## config.mk

```make
export PLATFORM = sky130hd
export DESIGN_NAME = inst_loader
export DESIGN_NICKNAME = d
export VERILOG_FILES = /design/src/rtl/inst_loader.sv
export SDC_FILE = /design/constraint.sdc
export NUM_CORES = 1
export LEC_CHECK = 0
export BUFFER_PORTS_ARGS = -buffer_cell sky130_fd_sc_hd__buf_2
export CAP_MARGIN = 10
export CORE_UTILIZATION = 57
export CTS_CLUSTER_SIZE = 20
export DETAILED_ROUTE_END_ITERATION = 12
export GPL_TIMING_DRIVEN = 1
export MAX_ROUTING_LAYER = met4
export PLACE_DENSITY = 0.82
export REMOVE_ABC_BUFFERS = 1
export SLEW_MARGIN = 20
export SYNTH_ARGS = -nofsm -noshare
export SYNTH_HDL_FRONTEND = slang
export SYNTH_SLANG_ARGS = --single-unit
```

## constraint.sdc

```tcl
create_clock -name clk -period 5.25 [get_ports clk]
set_clock_uncertainty 0.15 [all_clocks]
set_input_delay 0.2625 -clock clk [delete_from_list [all_inputs] [get_ports clk]]
set_output_delay 0.2625 -clock clk [all_outputs]
set_load 0.02 [all_outputs]
```

## src/rtl/inst_loader.sv

```systemverilog
// rtl/inst_loader.sv - byte-stream loader that assembles 32-bit words and writes them to instruction memory
module inst_loader #(
  parameter int DEPTH   = 128,
  parameter int TIMEOUT = 1024,
  localparam int AW     = $clog2(DEPTH)
) (
  input  logic          clk,
  input  logic          rst,
  input  logic          start,
  input  logic [7:0]    load_len,
  input  logic          byte_valid,
  input  logic [7:0]    byte_data,
  output logic          byte_ready,
  output logic          IWEN,
  output logic [AW-1:0] I_Addr,
  output logic [31:0]   wInst,
  output logic          busy,
  output logic          done,
  output logic          err
);

  localparam int LW = $clog2(DEPTH + 1);
  localparam int TW = $clog2(TIMEOUT + 1);

  typedef enum logic [1:0] {IDLE, LOAD, DRAIN, ERR} state_t;

  state_t        state;
  state_t        state_nxt;
  logic [LW-1:0] len_q;
  logic [LW-1:0] eff_len;
  logic [AW-1:0] word_cnt;
  logic [AW-1:0] word_cnt_nxt;
  logic [1:0]    byte_cnt;
  logic [TW-1:0] idle_cnt;
  logic [23:0]   shift_q;
  logic          drain_q;
  logic          accept;
  logic          last_byte;
  logic          last_word;
  logic          timeout_hit;

  assign eff_len      = ((load_len == 8'd0) || (32'(load_len) > DEPTH)) ? LW'(DEPTH) : LW'(load_len);
  assign accept       = (state == LOAD) && byte_valid;
  assign last_byte    = (byte_cnt == 2'd3);
  assign last_word    = ((LW'(word_cnt) + LW'(1)) == len_q);
  assign timeout_hit  = (state == LOAD) && !accept && (idle_cnt == TW'(TIMEOUT - 1));
  assign word_cnt_nxt = (word_cnt == AW'(DEPTH - 1)) ? '0 : word_cnt + AW'(1);

  always_ff @(posedge clk) begin
    if (rst) begin
      state <= IDLE;
    end else begin
      state <= state_nxt;
    end
  end

  // A byte that completes the final word wins over a simultaneous timeout.
  always_comb begin
    state_nxt = state;
    case (state)
      IDLE:    if (start) state_nxt = LOAD;
      LOAD: begin
        if (accept && last_byte && last_word) begin
          state_nxt = DRAIN;
        end else if (timeout_hit) begin
          state_nxt = ERR;
        end
      end
      DRAIN:   if (drain_q) state_nxt = IDLE;
      ERR:     state_nxt = IDLE;
      default: state_nxt = IDLE;
    endcase
  end

  always_comb begin
    byte_ready = (state == LOAD);
    IWEN       = (state == LOAD) || (state == DRAIN);
    busy       = (state != IDLE);
  end

  always_ff @(posedge clk) begin
    if (rst) begin
      len_q    <= '0;
      word_cnt <= '0;
      byte_cnt <= '0;
      idle_cnt <= '0;
      shift_q  <= '0;
      drain_q  <= 1'b0;
      I_Addr   <= '0;
      wInst    <= '0;
      done     <= 1'b0;
      err      <= 1'b0;
    end else begin
      done <= 1'b0;
      case (state)
        IDLE: begin
          if (start) begin
            len_q    <= eff_len;
            word_cnt <= '0;
            byte_cnt <= '0;
            idle_cnt <= '0;
            shift_q  <= '0;
            drain_q  <= 1'b0;
            I_Addr   <= '0;
            wInst    <= '0;
            err      <= 1'b0;
          end
        end
        LOAD: begin
          drain_q <= 1'b0;
          if (accept) begin
            idle_cnt <= '0;
            byte_cnt <= byte_cnt + 2'd1;
            shift_q  <= {shift_q[15:0], byte_data};
            // Memory writes every cycle, so wInst only ever changes to a whole word.
            if (last_byte) begin
              wInst    <= {shift_q, byte_data};
              I_Addr   <= word_cnt;
              word_cnt <= word_cnt_nxt;
            end
          end else begin
            idle_cnt <= idle_cnt + TW'(1);
            if (timeout_hit) err <= 1'b1;
          end
        end
        DRAIN: begin
          drain_q <= 1'b1;
          if (drain_q) done <= 1'b1;
        end
        default: ;
      endcase
    end
  end

endmodule

```

Yosys cells after proc, flatten, opt, wreduce, memory -nomap -nowiden --
Cells that the tools add are included.
Word-level totals: register bits 96, word-level logic and storage cells 85, input bits 20, output and inout bits 44
Operators by class: equality and inequality tests 14, reduce and logical (&&, ||, !) cells 21, muxes and demuxes 33, $add $sub $neg 4, magnitude comparators 1, bitwise logic cells 1
Operator list (count):
- $mux W32 | 3
- $pmux W32 S2 | 1
- $mux W24 | 2
- $pmux W24 S2 | 1
- $mux W7 | 6
- $pmux W7 S2 | 2
- $mux W11 | 2
- $pmux W11 S2 | 1
- $mux W2 | 6
- $add A11 B1 Y11 const B | 1
- $eq A11 B10 Y1 const B | 1
- $add A7 B1 Y8 const B | 1
- $eq A8 B8 Y1 | 1
- $gt A8 B8 Y1 const B | 1
- $logic_not A8 Y1 | 1
- $mux W8 | 1
- $pmux W2 S4 | 1
- $reduce_and A4 Y1 | 2
- $add A7 B1 Y7 const B | 1
- $eq A7 B7 Y1 const B | 1
- $eq A2 B2 Y1 const B | 3
- $ne A2 B1 Y1 const B | 3
- $ne A2 B2 Y1 const B | 3
- $reduce_and A2 Y1 | 3
- 16 further kinds | 26

Longest topological paths before layout --
Gate-level depths: netlist (run 1).
depth in word-level cells 8, depth in mapped cells 10, gate-level depth less buffers 7

Least setup slack after synthesis (run 1) --
Ideal clock, no wire load.
kind reg-to-reg, from reg state[1], to reg byte_cnt[1], path buffers 2, period minus slack after synthesis 2.141 ns, arrival 1.933 ns, data required time 5.041 ns, cell stages (with the launch flop) 8, slack 3.109 ns, library setup time 0.059 ns, cell sequence dfxtp_1 > inv_1 > ha_1 > buf_2 > mux2_2 > a21oi_1 > buf_2 > a22o_1
Between the ends: longest elaborated chain between the ends 4, elaborated cells on any way between the ends 8, classes of those cells eq/ne (3); mux (1); reduce/logical (4)
Ends and longest elaborated chain:
- start, declared | RTL line 27 | state_t state;
- start signal, assigned | RTL line 53 | state <= state_nxt;
- $eq A2 B1 Y1 (*)
- via byte_ready | RTL line 13 | output logic byte_ready,
- $logic_and A1 B1 Y1 | RTL line 43 | assign accept = (state == LOAD) && byte_valid;
- $ne A2 B1 Y1 (no line)
- $reduce_and A3 Y1 (no line)
- end signal, assigned | RTL line 113 | byte_cnt <= byte_cnt + 2'd1;
- end, declared | RTL line 33 | logic [1:0] byte_cnt;
The timed path passes the listed nets; every way through them passes the cells marked *. A chain may end at the register's enable or synchronous reset.

Worst setup path in the final report (run 1) --
from reg state[1], to reg wInst[18]
Between the ends: longest elaborated chain between the ends 4, elaborated cells on any way between the ends 9, classes of those cells eq/ne (4); mux (1); reduce/logical (4)
Ends and longest elaborated chain:
- $eq A2 B1 Y1 | RTL line 43, 95
- $logic_and A1 B1 Y1 | RTL line 43
- $ne A2 B1 Y1 (no line)
- $reduce_and A4 Y1 (no line)
- end signal, assigned | RTL line 117 | wInst <= {shift_q, byte_data};
- end, declared | RTL line 16 | output logic [31:0] wInst,
Parallel ways exist; a longest one is shown, timed or not.

==> results of run 1 <==
cells by family after synthesis:
logic type	share of synthesized area, %
simple gates	15.3
compound gates	22.4
flops	51.3
buf+inv	4.01
xor+xnor	3.27
fa+ha+maj	2.34
mux	1.37
power breakdown:
group | leakage [nW] | total [mW] | switching, mW | internal (mW)
Clock | 0.101 | 0.509 | 0.269 | 0.240
Sequential | 0.775 | 0.756 | 0.0137 | 0.742
Combinational | 0.941 | 0.178 | 0.122 | 0.0562
Total | 1.82 | 1.44 | 0.404 | 1.04
routing by layer:
layer | GRT usage [%] | vias up | part of all wire, %
li1 | - | 1496 | -
met1 | 30.4 | 1451 | 45
met2 | 37.9 | 93 | 46
met3 | 6.06 | 15 | 6.8
met4 | 9.72 | 0 | 1.7
met5 | - | - | 0
sequential cells by signal, indices dropped and copies added, names as in the netlist:
register  flops
byte_cnt      2
done          1
len_q         8
drain_q       1
err           1
I_Addr        7
state         2
idle_cnt     11
word_cnt      7
shift_q      24
wInst        32
placed cells by master, fill, tap and decap left out, types with 7 or more instances in the layout:
cell | netlist | layout
dfxtp_1 | 96 | 96
buf_2 | 9 | 63
a22o_1 | 49 | 49
nor2_1 | 46 | 46
a21oi_1 | 24 | 23
nand2_1 | 17 | 17
a22oi_1 | 16 | 16
o21ai_0 | 13 | 13
clkbuf_8 | 0 | 10
inv_1 | 8 | 8
xnor2_1 | 8 | 8
dlygate4sd3_1 | 0 | 8
nor3_1 | 7 | 7
nor3b_1 | 7 | 7
ha_1 | 7 | 7
layout make-up:
| type | count | area, sq um | share of cell area (%) |
|---|---|---|---|
| well taps | 77 | 96.3 | 2.21 |
| clock inverters | 6 | 73.8 | 1.69 |
| multi-input cells | 253 | 1690 | 38.9 |
| repair buffers | 72 | 403 | 9.25 |
| flip-flops and latches | 96 | 1920 | 44.1 |
| clock buffers | 10 | 138 | 3.16 |
| inverters | 8 | 30.0 | 0.689 |
worst max-delay path: cells and delay by family, from the launching register on:
kind	cells	cell delay (ns)
AND/OR/NAND/NOR	1	0.83
AO/OA/AOI/OAI	2	0.82
flip-flops	1	0.40
multiplexers	1	0.39
adder cells (fa/ha/maj)	1	0.35
buffers and inverters	1	0.10
worst max-delay path by stage:
stage	start	to	slack (ns)
after floorplan	state[1]	wInst[0]	2.14
after global placement	state[1]	wInst[17]	2.39
after detailed placement	state[1]	wInst[18]	2.21
after CTS	state[1]	wInst[18]	2.17
after global routing	state[1]	wInst[8]	1.92
final	state[1]	wInst[18]	2.13
==> results.md, run 1 <==
- Placed cell areas: about 4000 sq um
- Final worst slack: roughly 2.1 ns
- Total track usage: 24.3%
- # rows: 29
- Sequential fraction of the synthesis area: 51.3%
- Synth top cells by count: 96 x dfxtp_1, 49 x a22o_1, 46 x nor2_1
- Crit path launch type: register
- CP required: 5.40 ns
- Overall power: roughly 1.4 mW
- Vias in the first global route: 2837
- Initial DRC count: 181
- TritonCTS clock tree: yes
- Filler cell count: 486
- Worst min-delay path category: input pin to register
- Design area: 4360 sq um
- Crit path DAT: 3.27 ns
- Crit path largest cell delay: 0.83 ns
- FF-to-FF path depth: 6
- CP Max Fanout: 24
- Crit path time final: 3.12 ns
- DRC: 2
- Fin Setup TNS: 0 ns
- Hold Crit Start: load_len[7]
- Finish-stage setup viols: 0
- Post-synth EDFFs: 0
- Largest net degree at the start of global routing: 40
- Synth-to-Final Area Change: 16.2%
- Slowest CP cell: and2_1
- Final WL: 7940 um
- Most common cell in the netlist: dfxtp_1
- Hold buffer count at CTS: 8
- Total number of vias: 3055
- Gr ovfl total: 0
- Die area: 6900 sq um
- RR Startpoint: state[1]
- Maximum vdd drop: 0.205 mV
- Resize count post-CTS: 0
- Post-synth design cell area: 3750 sq um
- Area leader, netlist: dfxtp_1
- Reg clk slew, reported paths: around 0.090 ns
- Synth Warn #: 0
- CTS Root Cell: clkbuf_8
- Worst rel slew slack: 29.9%
- Max Fclk: approximately 320 MHz
- IO Count: 64
- Leak Pwr: 1.82 nW
- Yosys cell types: 47
- Outcome: complete, but fails checks
- Clk buf depth: 2
- Placed cell count: ~500
- Initial antenna violation count: 0
- Layout Cells excl Fill: approximately 520
- Postcts setup bufs: 0
- Diodes inserted: 0
- H-Tree Depth: 3
- Core ar.: 6350 sq um
- Hold path cells: 4
- Final Cycle Share: between 50% and 60%
- CP Class: register to register
- Layout cells sized above 1: just under 20%
- DR pass1 iterations: 9
- Slew Limit Fails: 0
- Die Span Y: 83.1 um
- CTS sink cnt: 96
- Top FF cell, synth: dfxtp_1
- Max-cap viol count: 0
- Vias/cell: 5.85
- Unrepaired setup endpoints after global routing: no
- Synth Instances: 382
- Final core occ: between 60% and 70%
- Top cells by area, synth: dfxtp_1 51%, a22o_1 11%, nor2_1 4.6%
- Post-synth top area share: 51.3%
- R2R Path End: wInst[18]
- Register-to-register setup slack: 2.13 ns
- Hold_ws: 0.168 ns
- Count of input and output buffers: between 60 and 70
- Crit-path cells: inv_1 -> ha_1 -> mux2i_1 -> a21o_1 -> and2_1 -> a22o_1
- Crit end category: register
- Avg Cell Area, Syn: 9.81 sq um
- ANT nets after route: 0
- Nets: 467
- Worst-Skew Late Latency: 0.37 ns
- Num CTS Buffers: 9
- Hold endpoint: len_q[2]
- First-pass GRT wire length: 13300 um
- Failing checks: design-rule violations
- Ys async rst share: 0%
- Final Hold Fails: 0
- Worst slack, placed: 2.21 ns
- Initial Util: 59.0%
- WL/cell: 15.2 um
- Seq cells post-synth: 96
- Die Wd: 83.1 um
- Slew @ Worst Pin: around 1.1 ns
- Placer congestion estimate: 0.854
- Pwr dens: ~330 nW/um^2
- Post-DP HPWL: 5170 um
No activity file was read; power rests on OpenSTA's default activity.
==> run 2, diff against run 1 <==
- CORE_UTILIZATION: 57 -> 50
- PLACE_DENSITY: 0.82 -> 0.76
- clock period: 5.25 -> 2.5 ns (I/O delays scaled with it)
==> run 2 against run 1 <==
- the flow now finishes without violations
- worst hold slack lost 0.13 ns
- die area grew 14%
- design area grew 1.9%
- final cell count grew 5.9%
- clock power grew 110%
- critical path depth grew 1
- via count is essentially flat
- sequential power grew 110%
- critical path type unchanged
- highest routed layer unchanged
==> results.md, run 2 (synthesized netlist as in run 1, its figures left out) <==
- Outcome: finished, final reports clean (was complete, but fails checks)
- ANT nets after route: 0 (unchanged)
- Top Registers: wInst x32, shift_q x24, idle_cnt x11 (unchanged)
- CP Max Fanout: 24 (unchanged)
- Leak Pwr: 1.87 nW (was 1.82 nW)
- Placed cell count: 529 (was 498)
- Layout Cells excl Fill: 553 (was 522)
- Slew @ Worst Pin: 0.543 ns (was 1.05 ns)
- TritonCTS clock tree: yes (unchanged)
- Core ar.: 7250 sq um (was 6350 sq um)
- Crit-path cells: inv_1 -> ha_1 -> mux2i_1 -> a21o_1 -> and2_1 -> buf_4 -> a22o_1 (was inv_1 -> ha_1 -> mux2i_1 -> a21o_1 -> and2_1 -> a22o_1)
- Placer congestion estimate: 0.819 (was 0.854)
- Final WL: 7810 um (was 7940 um)
- IO Count: 64 (unchanged)
- CP required: 2.66 ns (was 5.40 ns)
- Die area: 7840 sq um (was 6900 sq um)
- CTS sink cnt: 96 (unchanged)
- Vias/cell: 5.52 (was 5.85)
- Vias in the first global route: 2880 (was 2837)
- DR pass1 iterations: 4 (was 9)
- Maximum vdd drop: 0.412 mV (was 0.205 mV)
- Crit path launch type: register (unchanged)
- Largest register FFs: 32 (unchanged)
- Die Wd: 88.6 um (was 83.1 um)
- Initial DRC count: 167 (was 181)
- Gr ovfl total: 0 (unchanged)
- Overall power: 3.04 mW (was 1.44 mW)
- Final core occ: 61.2% (was 68.6%)
- Worst-Skew Late Latency: 0.36 ns (was 0.37 ns)
- Synth-to-Final Area Change: 18.5% (was 16.2%)
- Initial antenna violation count: 0 (unchanged)
- CP Class: register to register (unchanged)
- Reg clk slew, reported paths: 0.10 ns (was 0.09 ns)
- Total number of vias: 3054 (was 3055)
- WL/cell: 14.1 um (was 15.2 um)
- Slowest CP cell: dfxtp_1 (was and2_1)
- Total track usage: 22.4% (was 24.3%)
- Worst rel slew slack: 63.8% (was 29.9%)
- Largest net degree at the start of global routing: 27 (was 40)
- Diodes inserted: 0 (unchanged)
- First-pass GRT wire length: 13100 um (was 13300 um)
- Num CTS Buffers: 9 (unchanged)
- Crit path DAT: 2.31 ns (was 3.27 ns)
- Max-cap viol count: 0 (unchanged)
- DRC: 0 (was 2)
- Crit path largest cell delay: 0.35 ns (was 0.83 ns)
- Layout cells sized above 1: 21.1% (was 19.6%)
- # rows: 31 (was 29)
- CTS Root Cell: clkbuf_8 (unchanged)
- Hold_ws: 0.0332 ns (was 0.168 ns)
- Most flop-heavy register: wInst (unchanged)
- Max Fclk: 465 MHz (was 321 MHz)
- Crit end category: register (unchanged)
- Worst min-delay path category: input pin to register (unchanged)
- Clk buf depth: 2 (unchanged)
- Die Span Y: 88.6 um (was 83.1 um)
- Slew Limit Fails: 0 (unchanged)
- Post-DP HPWL: 5300 um (was 5170 um)
- Resize count post-CTS: 0 (unchanged)
- Unrepaired setup endpoints after global routing: no (unchanged)
- Final Cycle Share: 86.0% (was 59.4%)
- H-Tree Depth: 3 (unchanged)
- Final Hold Fails: 0 (unchanged)
- Most frequent cells in the layout: 96 x dfxtp_1, 63 x buf_2, 49 x a22o_1 (unchanged)
- Finish-stage setup viols: 0 (unchanged)
- Crit path time final: 2.15 ns (was 3.12 ns)
- Pwr dens: 685 nW/um^2 (was 331 nW/um^2)
- Most common cell after layout, fill and taps aside: dfxtp_1 (unchanged)
- Nets: 476 (was 467)
- Initial Util: 51.7% (was 59.0%)
- Count of input and output buffers: 63 (unchanged)
## run 2: final timing paths
check	startpoint	endpoint	slack, ns	depth (start not counted)
worst max register to register	state[1]	wInst[7]	0.35	7
worst min-delay path	load_len[7]	len_q[6]	0.03	4
worst max-delay path	state[1]	wInst[7]	0.35	7
worst min register to register	idle_cnt[10]	idle_cnt[10]	0.31	2
## run 2: cell type report
type	count	area, sq um
sequential	96	1920
clock inverter	7	83.8
multi-input combinational	253	1690
timing repair buffer	81	470
fill	634	2810
clock buffer	9	124
tap	99	124
inverter	8	30.0
## run 2: timing repair
item | 4_1_cts | 5_1_grt
setup endpoints to repair | 0 | 0
buffers inserted | 0 | 0
endpoints found under the hold margin | 16 | 0
hold buffers | 8 | 0
## run 2: critical path: cells and delay by family, from the launching register on
family | cells | cell delay (ns)
multiplexers | 1 | 0.29
adder cells (fa/ha/maj) | 1 | 0.28
AO/OA/AOI/OAI | 2 | 0.47
AND/OR/NAND/NOR | 1 | 0.17
buffers and inverters | 2 | 0.38
flip-flops | 1 | 0.35
## run 2: per-stage QoR
| stage | worst slack, ns | setup TNS [ns] | area (sq um) |
|---|---|---|---|
| 6_report | 0.351 | 0 | 4440 |
| 2_1_floorplan | -0.608 | -17.11 | 3630 |
| 4_1_cts | 0.362 | 0 | 4440 |
| 3_3_place_gp | 0.427 | 0 | 4150 |
| 5_1_grt | 0.200 | 0 | 4440 |
| 3_5_place_dp | 0.358 | 0 | 4150 |
## run 2: per-layer routing
metal	GRT usage, %	vias up	share of wire, %	wire, um
met3	5.04	8	4.5	351
met2	34.5	74	45	3480
met1	28.5	1442	50	3890
met5	-	-	0	0
met4	8.94	0	1.1	87
li1	-	1530	-	-
## run 2: report_power, final
part           internal [mW]  switching, mW
Combinational          0.142          0.260
Clock                  0.484          0.568
Sequential              1.56         0.0275
==> run 3, diff against run 2 <==
- CTS_CLUSTER_DIAMETER: not set -> 80
- MAX_ROUTING_LAYER: met4 -> not set
- SKIP_CTS_REPAIR_TIMING: not set -> 1
==> run 3 against run 2 <==
- worst setup slack barely moved
- clock-buffer cell count unchanged
- critical path depth increased by 1
- utilization stayed put
- sequential power about the same
- clock power about the same
- die area unchanged
- final cell count is the same
- first-iteration DRC count decreased by 16%
- design area did not move
- register-to-register slack about the same
- largest cell class unchanged
==> results.md, run 3 (synthesized netlist as in run 1, its figures left out) <==
- Outcome: finished, final reports clean (unchanged)
- Die Wd: 88.6 um (unchanged)
- Total number of vias: 3047 (was 3054)
- Placed cell areas: 4150 sq um (unchanged)
- Worst Setup SP: state[1] (unchanged)
- Worst min-delay path category: input pin to register (unchanged)
- Number of cells on the critical path: 8 (was 7)
- Slew Limit Fails: 0 (unchanged)
- Slowest CP cell: dfxtp_1 (unchanged)
- Unrepaired setup endpoints after global routing: no (unchanged)
- CTS sink cnt: 96 (unchanged)
- Most common cell after layout, fill and taps aside: dfxtp_1 (unchanged)
- Fin Setup TNS: 0 ns (unchanged)
- Design area: 4440 sq um (unchanged)
- IO Count: 64 (unchanged)
- Nets: 476 (unchanged)
- Crit path time final: 2.15 ns (about the same)
- FF-to-FF path depth: 8 (was 7)
- Count of input and output buffers: 63 (unchanged)
- Crit path largest cell delay: 0.40 ns (was 0.35 ns)
- Num CTS Buffers: 9 (unchanged)
- WL/cell: 14.2 um (was 14.1 um)
- CP delay by family, top: simple AND/OR/NAND/NOR gates (was compound AO/OA/AOI/OAI gates)
- Die Span Y: 88.6 um (unchanged)
- Filler cell count: 632 (was 634)
- First-pass GRT wire length: 13000 um (was 13100 um)
- Hold_ws: 0.0311 ns (was 0.0332 ns)
- Final WL: 7830 um (was 7810 um)
- Largest register FFs: 32 (unchanged)
- Maximum vdd drop: 0.413 mV (was 0.412 mV)
- Worst slack, placed: 0.358 ns (unchanged)
- Worst-Skew Late Latency: 0.36 ns (about the same)
- Final Hold Fails: 0 (unchanged)
- H-Tree Depth: 3 (unchanged)
- Max-cap viol count: 0 (unchanged)
- ANT nets after route: 0 (unchanged)
- Worst rel slew slack: 63.9% (was 63.8%)
- Vias in the first global route: 2821 (was 2880)
- Initial Util: 51.7% (unchanged)
- Most frequent cells in the layout: 96 x dfxtp_1, 63 x buf_2, 49 x a22o_1 (unchanged)
- Top Registers: wInst x32, shift_q x24, idle_cnt x11 (unchanged)
- CP required: 2.66 ns (about the same)
- Overall power: 3.04 mW (about the same)
- Layout Cells excl Fill: 553 (unchanged)
- Gr ovfl total: 0 (unchanged)
- CP Max Fanout: 24 (unchanged)
- Diodes inserted: 0 (unchanged)
- Crit path capture: wInst[4] (was wInst[7])
- Crit path launch type: register (unchanged)
- Total track usage: 21.4% (was 22.4%)
- Die area: 7840 sq um (unchanged)
- Post-DP HPWL: 5300 um (unchanged)
- Final worst slack: 0.350 ns (was 0.351 ns)
- Synth-to-Final Area Change: 18.5% (unchanged)
- Crit-path cells: inv_1 -> ha_1 -> nand2b_1 -> nand2_1 -> nor3b_4 -> and2_0 -> buf_4 -> a22o_1 (was inv_1 -> ha_1 -> mux2i_1 -> a21o_1 -> and2_1 -> buf_4 -> a22o_1)
- DR pass1 iterations: 4 (unchanged)
- Final core occ: 61.2% (unchanged)
- DRC: 0 (unchanged)
- Pwr dens: 686 nW/um^2 (was 685 nW/um^2)
- Largest net degree at the start of global routing: 27 (unchanged)
- Worst path buffer plus inverter count: 2 (unchanged)
- CTS Root Cell: clkbuf_8 (unchanged)
- CP Class: register to register (unchanged)
- Max Fclk: 465 MHz (about the same)
- Leak Pwr: 1.87 nW (unchanged)
- Reg clk slew, reported paths: 0.10 ns (about the same)
- Layout cells sized above 1: 21.1% (unchanged)
- Placer congestion estimate: 0.807 (was 0.819)
- Placed cell count: 529 (unchanged)
- R2R Path End: wInst[4] (was wInst[7])
- Initial DRC count: 140 (was 167)
- TritonCTS clock tree: yes (unchanged)
- RR Startpoint: state[1] (unchanged)
- Vias/cell: 5.51 (was 5.52)
- # rows: 31 (unchanged)
- Slew @ Worst Pin: 0.542 ns (was 0.543 ns)
- Crit path DAT: 2.31 ns (about the same)
- Core ar.: 7250 sq um (unchanged)
- Final Cycle Share: 86.0% (about the same)
- Crit end category: register (unchanged)
- Finish-stage setup viols: 0 (unchanged)
- Most flop-heavy register: wInst (unchanged)
- Clk buf depth: 2 (unchanged)
- Register-to-register setup slack: 0.35 ns (about the same)
- Initial antenna violation count: 0 (unchanged)
-- run 3: cell counts in the layout (fill, tap and decap cells not counted) --
No cell type changed its count.
-- run 3: power by group --
| part | switching [mW] | internal (mW) |
|---|---|---|
| sequential | 0.0278 | 1.56 |
| clock | 0.573 | 0.484 |
| combinational | 0.260 | 0.142 |
| total | 0.860 | 2.18 |
-- run 3: worst min path at each step --
stage | startpoint | to | slack [ns] | cells past startpoint
floorplan | rst | err | 0.04 | 1
global placement | byte_data[1] | wInst[1] | 0.21 | 2
detailed placement | byte_data[3] | shift_q[3] | 0.22 | 2
global route | load_len[3] | len_q[3] | 0.04 | 4
CTS | byte_data[3] | shift_q[3] | -0.17 | 2
finish | load_len[0] | len_q[0] | 0.03 | 4
-- run 3: layer usage --
metal  routed length, um  vias to the layer above  GRT usage, %
li1                    -                     1527             -
met1                3870                     1434          28.1
met2                3440                       74          33.7
met3                 392                       12          5.32
met4                 121                        0          8.80
met5                   0                        -             0
-- run 3: area by class of cell --
cell class | instances | area, sq um | share of cell area, %
clock buffer | 9 | 124 | 2.79
clock inverter | 7 | 83.8 | 1.89
inverter | 8 | 30.0 | 0.676
multi-input combinational | 253 | 1690 | 38.0
sequential | 96 | 1920 | 43.3
tap | 99 | 124 | 2.79
timing repair buffer | 81 | 470 | 10.6
-- run 3: worst min-delay path, cell delays in order --
cell	delay, ns
buf_2	0.08
nor3b_1	0.17
a21oi_1	0.06
nor2_1	0.07
